**src/rtl/dmem_arbiter_pkg.sv**
```systemverilog
// dmem_arbiter_pkg: FSM state, grant and memory-direction encodings shared by the data-memory arbiter.
package dmem_arbiter_pkg;
    typedef enum logic [1:0] {ARB_IDLE, ARB_CORE_RD, ARB_LD_WR} arb_state_t;
    typedef enum logic [1:0] {GNT_NONE, GNT_CORE, GNT_LD} gnt_t;
    localparam logic MEM_RD = 1'b1;
    localparam logic MEM_WR = 1'b0;
endpackage

```
**src/rtl/dmem_arbiter_ld_byte_packer.sv**
```systemverilog
// ld_byte_packer: packs in-order loader bytes little-endian into one word buffer and flags out-of-order bytes.
module ld_byte_packer #(
    parameter int AW = 10,
    parameter int DW = 32
) (
    input  logic          clk,
    input  logic          reset,
    input  logic          ld_valid,
    input  logic [AW-1:0] ld_addr,
    input  logic [7:0]    ld_byte,
    input  logic          clr_full,
    output logic          ld_ready,
    output logic          ld_err,
    output logic          wbuf_full,
    output logic [AW-1:0] waddr,
    output logic [DW-1:0] wdata
);
    logic       released;
    logic [1:0] bcnt;
    logic       accept;

    assign ld_ready = released && !wbuf_full;
    assign accept   = ld_valid && ld_ready;

    always_ff @(posedge clk or negedge reset) begin
        if (!reset) begin
            released  <= 1'b0;
            bcnt      <= '0;
            wbuf_full <= 1'b0;
            ld_err    <= 1'b0;
            waddr     <= '0;
            wdata     <= '0;
        end else begin
            released <= 1'b1;
            if (clr_full) wbuf_full <= 1'b0;
            if (accept) begin
                wdata[8*bcnt +: 8] <= ld_byte;
                bcnt <= bcnt + 2'd1;
                if (ld_addr[1:0] != bcnt) ld_err <= 1'b1;
                if (bcnt == 2'd3) begin
                    wbuf_full <= 1'b1;
                    waddr     <= {2'b00, ld_addr[AW-1:2]};
                end
            end
        end
    end
endmodule

```
**src/rtl/dmem_arbiter.sv**
```systemverilog
// dmem_arbiter: one memory access per cycle shared between the core memory stage and the byte loader.
// Define DMEM_ARB_STARVE_EN to let a loader word that waited STARVE_MAX cycles preempt the core.
module dmem_arbiter
    import dmem_arbiter_pkg::*;
#(
    parameter int AW = 10,
    parameter int DW = 32
`ifdef DMEM_ARB_STARVE_EN
    , parameter int STARVE_MAX = 8
`endif
) (
    input  logic          clk,
    input  logic          reset,
    input  logic          core_req,
    input  logic          core_rw,
    input  logic [AW-1:0] core_addr,
    input  logic [DW-1:0] core_wdata,
    output logic          core_stall,
    output logic [DW-1:0] core_rdata,
    output logic          core_rvalid,
    input  logic          ld_valid,
    output logic          ld_ready,
    input  logic [AW-1:0] ld_addr,
    input  logic [7:0]    ld_byte,
    output logic          ld_err,
    output logic          mem_en,
    output logic          mem_rw,
    output logic [AW-1:0] mem_addr,
    output logic [DW-1:0] mem_wdata,
    input  logic [DW-1:0] mem_rdata
);
    arb_state_t    state, nxt;
    gnt_t          gnt;
    logic          wbuf_full, preempt;
    logic [AW-1:0] ld_waddr, last_addr;
    logic [DW-1:0] ld_wdata, last_wdata;

    ld_byte_packer #(.AW(AW), .DW(DW)) u_packer (
        .clk       (clk),
        .reset     (reset),
        .ld_valid  (ld_valid),
        .ld_addr   (ld_addr),
        .ld_byte   (ld_byte),
        .clr_full  (gnt == GNT_LD),
        .ld_ready  (ld_ready),
        .ld_err    (ld_err),
        .wbuf_full (wbuf_full),
        .waddr     (ld_waddr),
        .wdata     (ld_wdata)
    );

`ifdef DMEM_ARB_STARVE_EN
    localparam int SW = $clog2(STARVE_MAX + 1);
    logic [SW-1:0] starve_cnt;

    assign preempt = wbuf_full && starve_cnt == SW'(STARVE_MAX);

    always_ff @(posedge clk or negedge reset) begin
        if (!reset) starve_cnt <= '0;
        else if (gnt == GNT_LD) starve_cnt <= '0;
        else if (wbuf_full && starve_cnt != SW'(STARVE_MAX)) starve_cnt <= starve_cnt + 1'b1;
    end
`else
    assign preempt = 1'b0;
`endif

    always_ff @(posedge clk or negedge reset) begin
        if (!reset) begin
            state      <= ARB_IDLE;
            last_addr  <= '0;
            last_wdata <= '0;
        end else begin
            state <= nxt;
            if (mem_en) begin
                last_addr  <= mem_addr;
                last_wdata <= mem_wdata;
            end
        end
    end

    // Grant is forced off while reset is held so every output reads zero immediately.
    always_comb begin
        gnt = !reset ? GNT_NONE : preempt ? GNT_LD : core_req ? GNT_CORE : wbuf_full ? GNT_LD : GNT_NONE;
        nxt = (gnt == GNT_CORE && core_rw == MEM_RD) ? ARB_CORE_RD : gnt == GNT_LD ? ARB_LD_WR : ARB_IDLE;
    end

    always_comb begin
        core_stall  = reset && core_req && gnt != GNT_CORE;
        core_rvalid = state == ARB_CORE_RD;
        core_rdata  = core_rvalid ? mem_rdata : '0;
        mem_en      = gnt != GNT_NONE;
        mem_rw      = gnt == GNT_CORE ? core_rw : MEM_WR;
        mem_addr    = gnt == GNT_CORE ? core_addr : gnt == GNT_LD ? ld_waddr : last_addr;
        mem_wdata   = gnt == GNT_CORE ? core_wdata : gnt == GNT_LD ? ld_wdata : last_wdata;
    end
endmodule

```
**config.mk**
```make
export PLATFORM = sky130hd
export DESIGN_NAME = dmem_arbiter
export DESIGN_NICKNAME = d
export VERILOG_FILES = /design/src/rtl/dmem_arbiter_pkg.sv /design/src/rtl/dmem_arbiter_ld_byte_packer.sv /design/src/rtl/dmem_arbiter.sv
export SDC_FILE = /design/constraint.sdc
export NUM_CORES = 1
export LEC_CHECK = 0
export CORE_MARGIN = 3
export CORE_UTILIZATION = 47
export DETAILED_ROUTE_END_ITERATION = 8
export HOLD_SLACK_MARGIN = 0.02
export PLACE_DENSITY = 0.86
export SLEW_MARGIN = 15
export SYNTH_ARGS = -nofsm -noshare
export SYNTH_HDL_FRONTEND = slang
export SYNTH_SLANG_ARGS = --single-unit
```
**constraint.sdc**
```tcl
create_clock -name clk -period 2.51 [get_ports clk]
set_input_delay 0.251 -clock clk [delete_from_list [all_inputs] [get_ports clk]]
set_output_delay 0.251 -clock clk [all_outputs]
set_load 0.1 [all_outputs]
```
Yosys cells after proc, flatten, opt, wreduce, memory -nomap -nowiden
Index checks and enable logic that the tools add are counted.
- add/sub/neg operators: 2
- equality and inequality tests: 6
- shift operators: 2
- mux-type cells: 15
- reductions and logical operators: 9
- operator list (cell ; count):
    2-to-1 mux 32 bit ; 3
    negator 5 -> 34 bit ; 1
    variable shift 8 x 34 -> 32 bit (first input constant) ; 1
    variable part select 8 x 34 -> 32 bit ; 1
    bitwise mux 32 bit ; 1
    2-to-1 mux 10 bit ; 2
    2-to-1 mux 2 bit ; 5
    logical AND 1 bit ; 5
    == test 2 x 1 -> 1 bit (second input constant) ; 2
    == test 2 bit (second input constant) ; 2
    2-to-1 mux 1 bit ; 4
    AND reduction 2 bit ; 2
    adder 2 x 1 -> 2 bit (second input constant) ; 1
    inequality test 2 x 1 -> 1 bit (second input constant) ; 1
    inequality test 2 bit ; 1
    nonzero test 2 bit ; 1
    logical NOT 1 bit ; 1
- register bits: 89
- bits of input ports: 97
- output and inout bits: 80
- logic and storage cells: 43

Depth between registers and ports, before layout
Gate-level depths: netlist of the first run.
- depth after elaboration: 7
- depth in mapped cells: 7
- depth with buffers taken out: 5

Hierarchy
Synthesis of the first run repeated with hierarchy kept, for this count alone.
- cells, all modules: 478
- area, all modules: 4872.2 µm²
- modules (own cells, without submodules) (module ; times used ; cells an instance ; area each (µm²) ; seq. area each (µm²)):
    dmem_arbiter ; 1 ; 331 ; 2970.3 ; 1101.1
    ld_byte_packer ; 1 ; 147 ; 1901.8 ; 1126.1

Worst setup path after synthesis of the first run
OpenSTA, ideal clock, no wires.
- path kind: register -> output
- start point: register state[1]
- end point: output port core_rdata[22]
- data arrival time: 2429 ps
- required time: 2259 ps
- slack: -170 ps
- cell stages (with the launch flop): 4
- buffers on the path: 1
- path through: dfrtp_1 > nor2b_1 > clkbuf_1 > and2_1
- longest elaborated chain between the ends: 2
- RTL lines (item ; RTL line ; text):
    start: declaration ; dmem_arbiter.sv:32 ; arb_state_t state, nxt;
    start signal: assignment ; dmem_arbiter.sv:73 ; state <= nxt;
    == test 2 x 1 -> 1 bit ; dmem_arbiter.sv:89 ; core_rvalid = state == ARB_CORE_RD;
    named net core_rvalid ; dmem_arbiter.sv:20 ; output logic core_rvalid,
    2-to-1 mux 32 bit ; dmem_arbiter.sv:90 ; core_rdata = core_rvalid ? mem_rdata : '0;
    end: declaration ; dmem_arbiter.sv:19 ; output logic [DW-1:0] core_rdata,
The timed path passes the listed nets, and every way through them passes these cells.

Final worst setup path of the first run
- start point: register u_packer.wbuf_full
- end point: output port mem_wdata[1]
- longest elaborated chain between the ends: 6
- elaborated cells between the ends (all ways): 7
- classes of those cells: eq/ne (2); mux (5)
- RTL lines (item ; RTL line ; text):
    start: declaration ; dmem_arbiter_ld_byte_packer.sv:14 ; output logic wbuf_full,
    start signal: assignment ; dmem_arbiter_ld_byte_packer.sv:29 ; wbuf_full <= 1'b0;
    start signal: assignment ; dmem_arbiter_ld_byte_packer.sv:35 ; if (clr_full) wbuf_full <= 1'b0;
    start signal: assignment ; dmem_arbiter_ld_byte_packer.sv:41 ; wbuf_full <= 1'b1;
    2-to-1 mux 2 bit (*) (3 in series) ; dmem_arbiter.sv:83 ; gnt = !reset ? GNT_NONE : preempt ? GNT_LD : core_req ? GNT_CORE : wbuf_full ? GNT_LD : GNT_NONE;
    == test 2 bit ; dmem_arbiter.sv:94 ; mem_wdata = gnt == GNT_CORE ? core_wdata : gnt == GNT_LD ? ld_wdata : last_wdata;
    2-to-1 mux 32 bit ; dmem_arbiter.sv:94 ;
    2-to-1 mux 32 bit (*) ; dmem_arbiter.sv:94 ;
    end: declaration ; dmem_arbiter.sv:29 ; output logic [DW-1:0] mem_wdata,
Mark *: on every way between the ends. The rest lies on a longest branch, timed or not.

==> results of run 1 <==
[metrics by stage]
step	std cells	power (mW)	setup WS, ps
2_1_floorplan	408	4.47	310
3_3_place_gp	679	5.64	618
3_5_place_dp	679	5.77	482
4_1_cts	696	6.73	137
5_1_grt	696	6.97	17.5
6_report	697	6.72	131
[registers in the layout, summed over array words and instances (netlist names), 2 cells and up]
register / count
last_wdata: 32
u_packer.wdata: 32
u_packer.waddr: 8
last_addr: 10
u_packer.bcnt: 2
state: 2
[worst max-delay path by stage]
stage / start / endpoint / slack (ps) / cells after the start
detailed placement: u_packer.bcnt[0] / u_packer.wdata[5] / 480 / 5
CTS: u_packer.wbuf_full / mem_wdata[11] / 140 / 5
finish: u_packer.wbuf_full / mem_wdata[1] / 130 / 5
global placement: u_packer.wbuf_full / mem_wdata[1] / 620 / 5
global route: u_packer.wbuf_full / mem_wdata[29] / 20 / 5
floorplan: state[1] / core_rdata[22] / 310 / 3
[kinds of logic (layout without fill, tap and decap cells)]
group	Yosys count	count (layout)	synth area share, %
flip-flops	89	89	49.7
XOR/XNOR	3	3	0.587
AND/OR/NAND/NOR	97	97	12.3
adder cells (fa/ha/maj)	6	6	1.68
AO/OA/AOI/OAI	159	159	29.0
buffers and inverters	43	205	4.33
other	2	3	0.168
multiplexers	9	9	2.26
[final cells by class]
| class | instances | area, um^2 | share of cell area [%] |
|---|---|---|---|
| repair buffers | 185 | 2600 | 35.9 |
| diodes | 1 | 2.50 | 0.0345 |
| inverters | 4 | 15.0 | 0.207 |
| well taps | 126 | 158 | 2.17 |
| multi-input cells | 276 | 2070 | 28.5 |
| clock inverters | 7 | 58.8 | 0.810 |
| clock buffers | 9 | 124 | 1.71 |
| flip-flops and latches | 89 | 2230 | 30.7 |
[power breakdown]
group | internal (mW) | total [mW] | switching [mW] | leakage (nW)
combinational | 1.40 | 3.61 | 2.21 | 1.93
clock | 0.379 | 0.951 | 0.571 | 0.0929
sequential | 1.84 | 2.16 | 0.321 | 1.15
[routing by layer]
metal / up-vias / track usage [%] / wire length (um)
met2: 135 / 48.4 / 7970
met4: 0 / 9.12 / 308
met1: 2075 / 33.8 / 5830
met5: - / 0 / 0
met3: 25 / 4.35 / 639
li1: 1832 / - / -
[layout by cell type (no fill, tap or decap), types with 2 or more instances in the layout]
cell type,n
a22o_1,128
clkdlybuf4s50_1,94
dfrtp_1,89
buf_12,78
nand2_1,48
and2_1,33
o21ai_0,25
buf_4,10
mux2_2,9
clkbuf_8,9
ha_1,6
a32o_1,4
inv_1,4
inv_6,4
nand4b_1,3
xnor2_1,3
nor3b_2,2
conb_1,2
==> out/qor.yml, run 1 <==
timing:
  final-hold-violation-count: 0
  holdWs_ps: 306
  skew_ps: 12.9
  finalSetupViolations: 0
  rsz0062_at_grt: "no"
  tightest_slew_ps: 594
  drv_slew: 0
  max_freq_mhz: 420
  min_period_over_period_pct: 94.8
  min_period_ps: 2380
  finalSetupTns_ps: 0
  max-slew-margin-rel_pct: 60.2
status:
  status: "completed"
synth:
  yosysWarnings: 0
  async_reset_ff_share_pct: 100
  synth_ff_type: "dfrtp_1"
  avgSynthCellArea_um2: 11.0
  synth_common_cells: "a22o_1, dfrtp_1, nand2_1"
  synth_cell_type_count: 28
  synth_edf_count: 0
  synth_fp_nets: 511
  synth.largest_area_cell: "dfrtp_1"
  seq_area_frac_synth_pct: 49.7
  synthCells: 408
  synth_area_leaders: "dfrtp_1, a22o_1, and2_1"
  synth_top_area_share_pct: 49.7
  yosysMostFrequentCell: "a22o_1"
  ys_ff_latch: 89
  syn-cell-area_um2: 4480
hold_path:
  hold_path.class: "input pin to asynchronous set/reset pin"
routing:
  drtIter0Drc: 232
  routed_wl_mm: 14.8
  num_vias: 4067
  wl_per_cell_um: 21.2
  vias_per_cell: 5.84
  ant_nets: 0
  drc: 0
  dr.pass1.iters: 4
final_layout:
  area_delta_synth_final_pct: 62.0
  fin_nets: 668
  final_layout_size_suffix_gt1_share_pct: 21.8
  final_area_um2: 7260
  fillers: 499
  final_core_util_pct: 80.9
worst_setup_path:
  cp.required_ps: 2260
  cpMaxStageDelayCell: "dfrtp_1"
  path_class: "flop to output port"
  r2r_start: "u_packer.bcnt[0]"
  cp.arrival_ps: 2130
  r2r-end: "u_packer.wdata[31]"
  crit_path_max_fanout: 41
  cpPeakStageDelay_ps: 510
  path_buf_inv: 2
  reg2regPathDepth: 5
  crit_chain: "nor2b_2 -> buf_4 -> a22o_1 -> a22o_1 -> buf_12"
  crit_path_end_kind: "output port"
  rrSetupSlack_ps: 400
  start_kind: "flop"
  crit_path_frequent_cell: "a22o_1"
  cp_top_family: "buffers and inverters"
global_route:
  grt-ovfl-total: 0
  antenna_found_initial: 0
  grt_pass1_vias: 4128
  grt_util_all_layers_pct: 27.2
  grt_pass1_wl_mm: 23.2
  grt_max_degree: 96
clock_tree:
  clk_latency_ps: 370
  clkSinkCount: 89
  post_cts_buffers: 0
  cts_root_buf: "clkbuf_8"
  cts_buffer_depth: 2
  cts.htree.levels: 3
  cts_tree: "built"
  clk_pin_slew_worst_paths_ps: 90
  cts_resized: 0
  cts_made_buffers: 9
  hold_buffers: 1
die:
  die_height_um: 104
  io_pins: 177
  start_util_pct: 49.9
  num_rows: 34
  coreArea_um2: 8980
  dieArea_um2: 10700
  die_w_um: 104
placement:
  post_dp_cell_area_um2: 7060
  port_buffers: 175
  hpwl_mm: 11.0
  place_congestion: 0.798
power_and_ir_drop:
  powerDensity_nw_per_um2: 926
  ir_worst_vdd_v: 0.000606
  p_leak_nw: 3.17
job:
  cap_violations: 0
No activity file was read; power rests on OpenSTA's default activity.
==> run 2, diff against run 1 <==
--- a/config.mk
+++ b/config.mk
@@ -5,7 +5,6 @@
 export SDC_FILE = /design/constraint.sdc
 export NUM_CORES = 1
 export LEC_CHECK = 0
-export CORE_MARGIN = 3
 export CORE_UTILIZATION = 47
 export DETAILED_ROUTE_END_ITERATION = 8
 export HOLD_SLACK_MARGIN = 0.02
==> out/qor.yml, run 2 (synthesized netlist as in run 1, its figures left out) <==
job:
  cap_violations: 0
timing:
  finalSetupViolations: 0
  fin_ws_ps: 99.2
  drv_slew: 0
  tightest_slew_ps: 655
  skew_ps: 13.1
  max_freq_mhz: 415
  final-hold-violation-count: 0
  rsz0062_at_grt: "no"
  max-slew-margin-rel_pct: 56.1
  min_period_ps: 2410
  finalSetupTns_ps: 0
  min_period_over_period_pct: 96.0
worst_setup_path:
  crit_path_frequent_cell: "a22o_1"
  crit_path_end_kind: "output port"
  start_kind: "flop"
  crit_chain: "nor2b_4 -> buf_4 -> a22o_1 -> a22o_1 -> buf_12"
  cpPeakStageDelay_ps: 520
  path_class: "flop to output port"
  crit_path_max_fanout: 41
  r2r_start: "u_packer.bcnt[0]"
  cp.arrival_ps: 2160
  critical_path.startpoint: "u_packer.wbuf_full"
  cpMaxStageDelayCell: "dfrtp_1"
  cp.required_ps: 2260
clock_tree:
  clk_latency_ps: 360
  clk_pin_slew_worst_paths_ps: 90
  cts_tree: "built"
  cts_root_buf: "clkbuf_8"
  cts.htree.levels: 3
  clkSinkCount: 89
  cts_made_buffers: 9
  cts_buffer_depth: 2
placement:
  place_congestion: 0.818
  place_ws_ps: 510
  hpwl_mm: 10.1
  port_buffers: 175
  place_inst: 681
final_layout:
  area_delta_synth_final_pct: 62.0
  final_cells: 698
  reg_top3: "last_wdata (32), u_packer.wdata (32), last_addr (10)"
  final_cell_mix: "a22o_1, clkdlybuf4s50_1, dfrtp_1, buf_12, nand2_1"
  final_layout_size_suffix_gt1_share_pct: 21.5
  fin_nets: 667
  fillers: 552
  layout_commonest_cell: "a22o_1"
die:
  die_height_um: 99.6
  coreArea_um2: 9240
  num_rows: 35
  dieArea_um2: 9930
  io_pins: 177
  start_util_pct: 48.5
  die_w_um: 99.6
global_route:
  grt_util_all_layers_pct: 28.2
  grt_pass1_wl_mm: 21.3
  grt_max_degree: 64
  antenna_found_initial: 1
  grt_pass1_vias: 4037
  grt-ovfl-total: 0
power_and_ir_drop:
  p_leak_nw: 3.16
  powerDensity_nw_per_um2: 919
  ir_worst_vdd_v: 0.000826
routing:
  num_vias: 4019
  drtIter0Drc: 191
  vias_per_cell: 5.76
  ant_nets: 0
  drc: 0
  routed_wl_mm: 13.7
  wl_per_cell_um: 19.6
  dr.pass1.iters: 4
hold_path:
  hold_path.class: "input pin to asynchronous set/reset pin"
status:
  status: "completed"
-- run 2: power breakdown --
group          switching (mW)  internal (mW)  leakage (nW)  total (mW)
Combinational            2.21           1.40          1.93        3.61
Sequential              0.314           1.84          1.15        2.15
Clock                   0.539          0.368        0.0838       0.906
Total                    3.06           3.61          3.16        6.67
-- run 2: cell type report --
type                            count  area [um^2]  share of cell area [%]
Clock inverter                      6         52.6                   0.724
Multi-Input combinational cell    276         2070                    28.6
Inverter                            4         15.0                   0.207
Clock buffer                        9          124                    1.71
Sequential cell                    89         2230                    30.7
Antenna cell                        1         2.50                  0.0345
Timing Repair Buffer              184         2600                    35.8
Tap cell                          129          161                    2.22
-- run 2: repair_timing --
item | CTS | global route
hold buffers | 1 | 0
buffers inserted | 0 | 0
endpoints found under the hold margin | 19 | 0
resized for setup | 0 | 1
setup endpoints to repair | 0 | 13
-- run 2: worst paths after layout --
check / endpoint / slack (ps) / depth (start not counted)
max in group asynchronous: u_packer.wdata[3] / 1160 / 4
max: mem_addr[4] / 100 / 5
min reg2reg: u_packer.ld_err / 480 / 1
min in group clk: u_packer.ld_err / 480 / 1
max reg2reg: u_packer.wdata[5] / 400 / 5
min: last_wdata[7] / 360 / 2
-- run 2: per-stage QoR --
stage               power [mW]  area (um^2)  hold slack (ps)  utilization, %
floorplan                 4.47         4480            -44.6               -
global placement          5.63         7060              177            76.5
detailed placement        5.76         7060              184            76.5
CTS                       6.69         7250              356            78.5
global route              6.94         7260              386            78.5
finish                    6.67         7260              364            78.5
-- run 2: metal layers --
layer / vias up / share of wire [%] / track usage, %
met5: - / 0 / 0
met2: 144 / 53 / 46.6
met4: 0 / 4.5 / 13.3
li1: 1831 / - / -
met3: 47 / 4.9 / 6.47
met1: 1997 / 38 / 35.3
-- run 2: critical path, delay by kind of cell (launching register included) --
family                 cells  cell delay [ps]
buffers and inverters      2              620
DFF                        1              520
AOI/OAI and AO/OA          2              440
and+or+nand+nor            1              200
==> run 3, diff against run 2 <==
==> constraint.sdc (replaced) <==
create_clock -name clk -period 3.1 [get_ports clk]
set_input_delay 0.31 -clock clk [delete_from_list [all_inputs] [get_ports clk]]
set_output_delay 0.31 -clock clk [all_outputs]
set_load 0.1 [all_outputs]
==> out/qor.yml, run 3 (synthesized netlist as in run 1, its figures left out) <==
status:
  status: "completed"
final_layout:
  fillers: 646
  layout_commonest_cell: "a22o_1"
  final_core_util_pct: 73.5
  seq_area_um2: 2230
  multiInputGateArea_um2: 2070
  diodes: 0
  final_layout_size_suffix_gt1_share_pct: 21.4
  fin_nets: 667
  area_delta_synth_final_pct: 51.5
  reg_top3: "last_wdata (32), u_packer.wdata (32), last_addr (10)"
  final_cell_mix: "a22o_1, clkdlybuf4s50_1, dfrtp_1, nand2_1, buf_4"
timing:
  min_period_ps: 2680
  final-hold-violation-count: 0
  drv_slew: 0
  holdWs_ps: 492
  skew_ps: 18.8
  finalSetupTns_ps: 0
  tightest_slew_ps: 962
  fin_ws_ps: 420
  rsz0062_at_grt: "no"
  min_period_over_period_pct: 86.5
  max_freq_mhz: 373
  finalSetupViolations: 0
  max-slew-margin-rel_pct: 35.7
die:
  io_pins: 177
  die_height_um: 99.6
  num_rows: 35
  dieArea_um2: 9930
  coreArea_um2: 9240
  start_util_pct: 48.5
  die_w_um: 99.6
worst_setup_path:
  crit_path_max_fanout: 82
  cp.arrival_ps: 2370
  cpPeakStageDelay_ps: 560
  crit_chain: "dlygate4sd3_1 -> buf_6 -> buf_4 -> a22o_1 -> buf_12"
  cp_num_cells: 5
  cpMaxStageDelayCell: "dlygate4sd3_1"
  rrSetupSlack_ps: 1120
  start_kind: "input pin"
  cp_top_family: "buffers and inverters"
  path_buf_inv: 4
  cp.required_ps: 2790
  path_class: "input pin to output port"
  crit_path_end_kind: "output port"
  reg2regPathDepth: 5
placement:
  hpwl_mm: 9.30
  place_ws_ps: 1010
  port_buffers: 175
  place_congestion: 0.804
global_route:
  grt_max_degree: 83
  antenna_found_initial: 0
  grt_util_all_layers_pct: 26.3
  grt-ovfl-total: 0
  grt_pass1_vias: 3905
  grt_pass1_wl_mm: 20.1
clock_tree:
  clk_latency_ps: 350
  cts_buffer_depth: 2
  cts.htree.levels: 3
  clk_pin_slew_worst_paths_ps: 90
  cts_resized: 0
  cts_made_buffers: 9
  clkSinkCount: 89
  hold_buffers: 1
  post_cts_buffers: 0
  cts_tree: "built"
  cts_root_buf: "clkbuf_8"
routing:
  drtIter0Drc: 281
  dr.pass1.iters: 4
  num_vias: 3893
  drc: 0
  ant_nets: 0
  vias_per_cell: 5.58
  wl_per_cell_um: 18.1
  routed_wl_mm: 12.7
job:
  cap_violations: 0
power_and_ir_drop:
  p_leak_nw: 3.05
  powerDensity_nw_per_um2: 783
  ir_worst_vdd_v: 0.000673
hold_path:
  hold_path.class: "flop to flop"
  hold_depth: 1
run 3: worst paths after layout:
check                                         end             start
worst max-delay path                 mem_wdata[8]             reset
worst min register to register    u_packer.ld_err   u_packer.ld_err
min in group asynchronous           last_wdata[4]             reset
worst max register to register  u_packer.wdata[1]  u_packer.bcnt[0]
worst min-delay path              u_packer.ld_err   u_packer.ld_err
max in group asynchronous           last_wdata[0]             reset
run 3: layout make-up:
cell class | count | area share (%)
clock buffers | 10 | 2.03
multi-input cells | 276 | 30.6
flip-flops and latches | 89 | 32.8
well taps | 129 | 2.38
clock inverters | 6 | 0.719
inverters | 4 | 0.221
repair buffers | 184 | 31.3
run 3: per-layer routing:
layer	track usage [%]	up-vias	routed length [um]
met1	35.1	1918	5260
met5	0	-	0
li1	-	1830	-
met3	4.85	24	578
met4	8.94	0	257
met2	43.2	121	6550
run 3: power by group:
group / switching (mW) / total (mW) / leakage (nW) / internal [mW]
logic: 1.75 / 2.83 / 1.81 / 1.08
clock network: 0.426 / 0.748 / 0.0908 / 0.322
registers: 0.248 / 1.74 / 1.15 / 1.49
run 3: through the flow:
stage                     std cells  area, um^2  power, mW
after floorplan                 408        4480       3.62
after global placement          681        6590       4.49
after detailed placement        681        6590       4.58
after CTS                       698        6790       5.34
after global routing            698        6790       5.55
final                           698        6790       5.31
